File: src/rtl/hazard_if.sv
// Signal bundle between the pipeline (master) and hazard_unit_mc (slave).
// StallCount/FlushCount and STAT_WIDTH exist only when HAZARD_STATS_EN is defined.
interface hazard_if #(
  parameter int NSRC = 3
`ifdef HAZARD_STATS_EN
  , parameter int STAT_WIDTH = 16
`endif
);
  logic [NSRC-1:0]   Match_E_M;
  logic [NSRC-1:0]   Match_E_W;
  logic              Match_12D_E;
  logic              RegWriteM;
  logic              RegWriteW;
  logic              MemtoRegE;
  logic              BranchTakenE;
  logic              PCWrPendingF;
  logic              PCSrcW;
  logic              MultiCycleE;
  logic [2*NSRC-1:0] ForwardE;
  logic              StallF;
  logic              StallD;
  logic              StallE;
  logic              FlushD;
  logic              FlushE;
  logic              FlushM;
  logic              BusyE;
`ifdef HAZARD_STATS_EN
  logic [STAT_WIDTH-1:0] StallCount;
  logic [STAT_WIDTH-1:0] FlushCount;

  modport master (
    output Match_E_M, Match_E_W, Match_12D_E, RegWriteM, RegWriteW, MemtoRegE,
           BranchTakenE, PCWrPendingF, PCSrcW, MultiCycleE,
    input  ForwardE, StallF, StallD, StallE, FlushD, FlushE, FlushM, BusyE,
           StallCount, FlushCount
  );
  modport slave (
    input  Match_E_M, Match_E_W, Match_12D_E, RegWriteM, RegWriteW, MemtoRegE,
           BranchTakenE, PCWrPendingF, PCSrcW, MultiCycleE,
    output ForwardE, StallF, StallD, StallE, FlushD, FlushE, FlushM, BusyE,
           StallCount, FlushCount
  );
`else
  modport master (
    output Match_E_M, Match_E_W, Match_12D_E, RegWriteM, RegWriteW, MemtoRegE,
           BranchTakenE, PCWrPendingF, PCSrcW, MultiCycleE,
    input  ForwardE, StallF, StallD, StallE, FlushD, FlushE, FlushM, BusyE
  );
  modport slave (
    input  Match_E_M, Match_E_W, Match_12D_E, RegWriteM, RegWriteW, MemtoRegE,
           BranchTakenE, PCWrPendingF, PCSrcW, MultiCycleE,
    output ForwardE, StallF, StallD, StallE, FlushD, FlushE, FlushM, BusyE
  );
`endif
endinterface

File: src/rtl/hazard_unit_mc.sv
// Hazard unit for the 5-stage core: NSRC-way forwarding, load-use/branch/PC-write
// hazards and a multi-cycle execute hold. Optional counters via HAZARD_STATS_EN.
module hazard_unit_mc #(
  parameter int NSRC        = 3,
  parameter int MUL_LATENCY = 4,
  parameter int CNT_WIDTH   = 4
`ifdef HAZARD_STATS_EN
  , parameter int STAT_WIDTH = 16
`endif
) (
  input logic     clk,
  input logic     reset,
  hazard_if.slave hz
);

  typedef enum logic [0:0] {IDLE = 1'b0, BUSY = 1'b1} state_t;

  // First BUSY cycle is already the op's second cycle in E, hence the -2.
  localparam logic [CNT_WIDTH-1:0] CNT_LOAD =
    CNT_WIDTH'((MUL_LATENCY > 1) ? (MUL_LATENCY - 2) : 0);

  state_t                state_r;
  state_t                state_nxt_s;
  logic [CNT_WIDTH-1:0]  cnt_r;
  logic [CNT_WIDTH-1:0]  cnt_nxt_s;
  logic                  mc_stall_s;
  logic                  ldr_stall_s;
  logic [2*NSRC-1:0]     fwd_s;

  // Per-source forwarding select, M beats W
  always_comb begin
    fwd_s = {(2*NSRC){1'b0}};
    for (int i = 0; i < NSRC; i++) begin
      if (hz.Match_E_M[i] && hz.RegWriteM) begin
        fwd_s[2*i +: 2] = 2'b10;
      end else if (hz.Match_E_W[i] && hz.RegWriteW) begin
        fwd_s[2*i +: 2] = 2'b01;
      end else begin
        fwd_s[2*i +: 2] = 2'b00;
      end
    end
  end

  // Multi-cycle controller next-state and stall decision
  always_comb begin
    state_nxt_s = state_r;
    cnt_nxt_s   = cnt_r;
    mc_stall_s  = 1'b0;
    case (state_r)
      IDLE: begin
        if (hz.MultiCycleE && (MUL_LATENCY > 1)) begin
          mc_stall_s  = 1'b1;
          state_nxt_s = BUSY;
          cnt_nxt_s   = CNT_LOAD;
        end else begin
          mc_stall_s  = 1'b0;
        end
      end
      BUSY: begin
        if (!hz.MultiCycleE) begin
          // op squashed while held
          state_nxt_s = IDLE;
          cnt_nxt_s   = {CNT_WIDTH{1'b0}};
        end else if (cnt_r != {CNT_WIDTH{1'b0}}) begin
          mc_stall_s  = 1'b1;
          cnt_nxt_s   = cnt_r - CNT_WIDTH'(1);
        end else begin
          state_nxt_s = IDLE;
        end
      end
      default: begin
        state_nxt_s = IDLE;
        cnt_nxt_s   = {CNT_WIDTH{1'b0}};
      end
    endcase
  end

  // Controller state register
  always_ff @(posedge clk) begin
    if (reset) begin
      state_r <= IDLE;
      cnt_r   <= {CNT_WIDTH{1'b0}};
    end else begin
      state_r <= state_nxt_s;
      cnt_r   <= cnt_nxt_s;
    end
  end

  assign ldr_stall_s  = hz.Match_12D_E & hz.MemtoRegE;
  assign hz.ForwardE  = fwd_s;
  assign hz.StallF    = ldr_stall_s | hz.PCWrPendingF | mc_stall_s;
  assign hz.StallD    = ldr_stall_s | mc_stall_s;
  assign hz.StallE    = mc_stall_s;
  assign hz.FlushM    = mc_stall_s;
  assign hz.FlushD    = hz.PCWrPendingF | hz.PCSrcW | hz.BranchTakenE;
  // A held E instruction must never be cleared
  assign hz.FlushE    = (ldr_stall_s | hz.BranchTakenE) & ~mc_stall_s;
  assign hz.BusyE     = (state_r == BUSY);

`ifdef HAZARD_STATS_EN
  logic [STAT_WIDTH-1:0] stall_cnt_r;
  logic [STAT_WIDTH-1:0] flush_cnt_r;

  function automatic logic [STAT_WIDTH-1:0] sat_inc(input logic [STAT_WIDTH-1:0] v);
    if (&v) begin
      return v;
    end else begin
      return v + STAT_WIDTH'(1);
    end
  endfunction

  // Saturating stall/flush statistics
  always_ff @(posedge clk) begin
    if (reset) begin
      stall_cnt_r <= {STAT_WIDTH{1'b0}};
      flush_cnt_r <= {STAT_WIDTH{1'b0}};
    end else begin
      if (hz.StallF) begin
        stall_cnt_r <= sat_inc(stall_cnt_r);
      end
      if (hz.FlushD | hz.FlushE) begin
        flush_cnt_r <= sat_inc(flush_cnt_r);
      end
    end
  end

  assign hz.StallCount = stall_cnt_r;
  assign hz.FlushCount = flush_cnt_r;
`endif

endmodule

File: src/flat_wrapper.sv
// flat-port wrapper written by rule: the top's interface ports become plain ports
module hazard_unit_mc_flat 
#(
  parameter int NSRC        = 3,
  parameter int MUL_LATENCY = 4,
  parameter int CNT_WIDTH   = 4

)
  (clk, reset, hz_Match_E_M, hz_Match_E_W, hz_Match_12D_E, hz_RegWriteM, hz_RegWriteW, hz_MemtoRegE, hz_BranchTakenE, hz_PCWrPendingF, hz_PCSrcW, hz_MultiCycleE, hz_ForwardE, hz_StallF, hz_StallD, hz_StallE, hz_FlushD, hz_FlushE, hz_FlushM, hz_BusyE);
  hazard_if #(.NSRC(NSRC)) hz_i ();
  input logic clk;
  input logic reset;
  input wire logic [$bits(hz_i.Match_E_M)-1:0] hz_Match_E_M;
  input wire logic [$bits(hz_i.Match_E_W)-1:0] hz_Match_E_W;
  input wire logic [$bits(hz_i.Match_12D_E)-1:0] hz_Match_12D_E;
  input wire logic [$bits(hz_i.RegWriteM)-1:0] hz_RegWriteM;
  input wire logic [$bits(hz_i.RegWriteW)-1:0] hz_RegWriteW;
  input wire logic [$bits(hz_i.MemtoRegE)-1:0] hz_MemtoRegE;
  input wire logic [$bits(hz_i.BranchTakenE)-1:0] hz_BranchTakenE;
  input wire logic [$bits(hz_i.PCWrPendingF)-1:0] hz_PCWrPendingF;
  input wire logic [$bits(hz_i.PCSrcW)-1:0] hz_PCSrcW;
  input wire logic [$bits(hz_i.MultiCycleE)-1:0] hz_MultiCycleE;
  output wire logic [$bits(hz_i.ForwardE)-1:0] hz_ForwardE;
  output wire logic [$bits(hz_i.StallF)-1:0] hz_StallF;
  output wire logic [$bits(hz_i.StallD)-1:0] hz_StallD;
  output wire logic [$bits(hz_i.StallE)-1:0] hz_StallE;
  output wire logic [$bits(hz_i.FlushD)-1:0] hz_FlushD;
  output wire logic [$bits(hz_i.FlushE)-1:0] hz_FlushE;
  output wire logic [$bits(hz_i.FlushM)-1:0] hz_FlushM;
  output wire logic [$bits(hz_i.BusyE)-1:0] hz_BusyE;
  assign hz_i.Match_E_M = hz_Match_E_M;
  assign hz_i.Match_E_W = hz_Match_E_W;
  assign hz_i.Match_12D_E = hz_Match_12D_E;
  assign hz_i.RegWriteM = hz_RegWriteM;
  assign hz_i.RegWriteW = hz_RegWriteW;
  assign hz_i.MemtoRegE = hz_MemtoRegE;
  assign hz_i.BranchTakenE = hz_BranchTakenE;
  assign hz_i.PCWrPendingF = hz_PCWrPendingF;
  assign hz_i.PCSrcW = hz_PCSrcW;
  assign hz_i.MultiCycleE = hz_MultiCycleE;
  assign hz_ForwardE = hz_i.ForwardE;
  assign hz_StallF = hz_i.StallF;
  assign hz_StallD = hz_i.StallD;
  assign hz_StallE = hz_i.StallE;
  assign hz_FlushD = hz_i.FlushD;
  assign hz_FlushE = hz_i.FlushE;
  assign hz_FlushM = hz_i.FlushM;
  assign hz_BusyE = hz_i.BusyE;
  hazard_unit_mc #(.NSRC(NSRC), .MUL_LATENCY(MUL_LATENCY), .CNT_WIDTH(CNT_WIDTH)) u_core (.clk(clk), .reset(reset), .hz(hz_i));
endmodule
File: config.mk
export PLATFORM = sky130hd
export DESIGN_NAME = hazard_unit_mc_flat
export DESIGN_NICKNAME = d
export VERILOG_FILES = /design/src/rtl/hazard_if.sv /design/src/rtl/hazard_unit_mc.sv /design/src/flat_wrapper.sv
export SDC_FILE = /design/constraint.sdc
export NUM_CORES = 1
export LEC_CHECK = 0
export BUFFER_PORTS_ARGS = -buffer_cell sky130_fd_sc_hd__buf_2
export CORE_AREA = 4 4 41 43
export DETAILED_ROUTE_END_ITERATION = 10
export DIE_AREA = 0 0 45 47
export GPL_TIMING_DRIVEN = 0
export PLACE_DENSITY = 0.64
export SYNTH_ARGS = -nofsm -noshare
export SYNTH_HDL_FRONTEND = slang
export SYNTH_SLANG_ARGS = --single-unit
File: constraint.sdc
create_clock -name clk -period 1.6 [get_ports clk]
set_input_delay 0.4 -clock clk [delete_from_list [all_inputs] [get_ports clk]]
set_output_delay 0.4 -clock clk [all_outputs]
set_load 0.005 [all_outputs]
==> results.sh <==
export IMPL_outcome="finished, violations left"
export IMPL_violations="setup timing"
export IMPL_rsz0062_at_grt="yes"
export IMPL_final_nets=101
export IMPL_ys_types=25
export IMPL_hold_viol_final=0
export IMPL_synth_top_area_cell="dfxtp_1"
export IMPL_synthTopCellsByArea="dfxtp_1 (28%), ha_1 (6.9%), nand2_1 (6.2%)"
export IMPL_grtUsageTotal_pct=10.2
export IMPL_antenna_found_initial=0
export IMPL_rr_worst_depth=6
export IMPL_vias=483
export IMPL_fmax_mhz=528
export IMPL_initial_utilization_pct=27.8
export IMPL_grt_max_degree=10
export IMPL_path_class="register to output port"
export IMPL_synthCells=47
export IMPL_cts_buffers=3
export IMPL_cts_clk_slew_worst_paths_ps=40
export IMPL_cts_tree="built"
export IMPL_ant_nets=0
export IMPL_fp_row_count=13
export IMPL_final_max_slew_viol_count=0
export IMPL_nFillCells=135
export IMPL_setup_ws_ps=-292
export IMPL_cts_root_buf="clkbuf_4"
export IMPL_dp_hpwl_um=794
export IMPL_htree_levels=1
export IMPL_setup_viol=5
export IMPL_grt_pass1_vias=428
export IMPL_synthDominantCellAreaShare_pct=27.7
export IMPL_drt_first_pass_iters=4
export IMPL_async_flop_share_pct=0
export IMPL_syn_area_um2=362
export IMPL_avgSynthCellArea_um2=7.69
export IMPL_area_delta_synth_final_pct=69.9
export IMPL_synthTopCellsByCount="nand2_1 (6), dfxtp_1 (5), nor2_1 (5)"
export IMPL_maxCapViolCount=0
export IMPL_ys_seq_elements=5
export IMPL_worstPathRequired_ps=1200
export IMPL_cts_sinks=5
export IMPL_clk_path_buf_depth=2
export IMPL_slew_headroom_pct=79.1
export IMPL_gr_total_overflow=0
export IMPL_leakage_nw=0.304
export IMPL_initialDrtViolationCount=10
export IMPL_clkLatencyLatePin_ps=240
export IMPL_total_power_w=0.000414
export IMPL_yosysWarnings=0
export IMPL_gp_congestion=0.767
export IMPL_drc=0
export IMPL_crit_arrival_ps=1490
export IMPL_setup_worst_path_start_class="register"
export IMPL_fp_dieW_um=45
export IMPL_antenna_cells=0
export IMPL_die_h_um=47
export IMPL_powerDensity_nw_per_um2=674
export IMPL_worstMarginPinSlew_ps=313
export IMPL_cp_end_kind="output port"
export IMPL_vias_per_cell=4.98
export IMPL_portBuffers=27
export IMPL_period_minus_slack_ps=1890
export IMPL_whs_ps=387
export IMPL_synthFlopType="dfxtp_1"
export IMPL_grt_pass1_wl_um=1570
export IMPL_post_route_period_util_pct=118
export IMPL_wl_per_cell_um=11.4
export IMPL_synth_seq_area_share_pct=27.7
export IMPL_syn_num_nets=65
export IMPL_skew_ps=1.93
export IMPL_layout_drive_gt1_share_pct=54.9
export IMPL_yosysMostFrequentCell="nand2_1"
export IMPL_final_util_pct=47.2
export IMPL_hold_class="input port to register"
export IMPL_dieArea_um2=2120
export IMPL_synth_edf_count=0
export IMPL_irDropWorstVdd_mv=0.575
export IMPL_wirelength_um=1100
export IMPL_hold_path_cell_count=2
export IMPL_ios=29
export IMPL_path_max_fanout=6
export IMPL_core_um2=1300
[flip-flops by register name, indices dropped and copies added (netlist names)]
signal           cells
u_core.cnt_r         4
u_core.hz.BusyE      1
[placed cells by master, fill, tap and decap left out, drive strengths merged]
| master | count |
|---|---|
| buf | 33 |
| nand2 | 6 |
| nor2 | 5 |
| dfxtp | 5 |
| clkbuf | 4 |
| and2 | 3 |
| a31oi | 3 |
| or3 | 3 |
| inv | 2 |
| a21oi | 2 |
| nand4 | 2 |
| ha | 2 |
| nor3b | 1 |
| a21boi | 1 |
| a211o | 1 |
| a21o | 1 |
| and3b | 1 |
| o21ai | 1 |
| or4b | 1 |
| or4 | 1 |
| nand3 | 1 |
| or3b | 1 |
| o21bai | 1 |
| nor2b | 1 |
[worst max-delay path, stage by stage, from the launching register on]
cell and delay (ps):
dfxtp_2 320, inv_2 80, ha_4 130, nor3b_4 250, a21boi_4 110, a211o_1 230
buf_2 120
[routing by layer]
layer  global-route usage, %  routed length, um  vias to the layer above
met2                    17.5                530                       31
met5                       0                  0                        -
met1                    9.77                401                      211
met3                    7.66                163                        2
li1                        -                  -                      239
met4                    2.34                  7                        0
[stage by stage]
stage / instances / instance area [um^2] / TNS (ps) / setup WS [ps]
after global placement: 89 / 519 / -708 / -243
after detailed placement: 89 / 519 / -697 / -238
after CTS: 96 / 583 / -1110 / -257
after floorplan: 47 / 365 / 0 / 2.24
final: 97 / 614 / -921 / -292
after global routing: 97 / 614 / -1410 / -392
[layout make-up]
class                           count  area, um^2  area share, %
Buffer                              2        16.3           2.65
Inverter                            2        7.51           1.22
Tap cell                           15        18.8           3.05
Timing Repair Buffer               31         171           27.9
Sequential cell                     5         103           16.7
Multi-Input combinational cell     38         272           44.2
Clock buffer                        4        26.3           4.28
[final timing paths]
kind	startpoint	end	slack, ps
setup / recovery	u_core.cnt_r[0]	hz_StallF	-290
setup reg to reg	u_core.cnt_r[0]	u_core.cnt_r[2]	40
hold / removal	reset	u_core.cnt_r[1]	390
hold reg to reg	u_core.cnt_r[2]	u_core.cnt_r[2]	530
[power breakdown]
group | switching (W) | total (W) | internal (W) | leakage [nW]
logic | 0.0000570 | 0.000129 | 0.0000724 | 0.247
registers | 0.00000748 | 0.000139 | 0.000132 | 0.0416
clock network | 0.0000509 | 0.000145 | 0.0000942 | 0.0150
total | 0.000115 | 0.000414 | 0.000299 | 0.304
[cell families (layout without fill, tap and decap cells)]
logic type	count (synthesis)	count (layout)	share of synthesized area, %
AND/OR/NAND/NOR	26	26	41.9
adder cells (fa/ha/maj)	2	2	6.92
AO/OA/AOI/OAI	10	10	18.0
buffers and inverters	4	39	5.54
flip-flops	5	5	27.7
[timing repair]
| action | in CTS | in global routing |
|---|---|---|
| resized for setup | 6 | 4 |
| endpoints found under the setup margin | 5 | 8 |
| pin swaps | 1 | 1 |
| setup buffers | 3 | 1 |
| hold buffers | 0 | 0 |
Power figures use the tool's default switching activity.
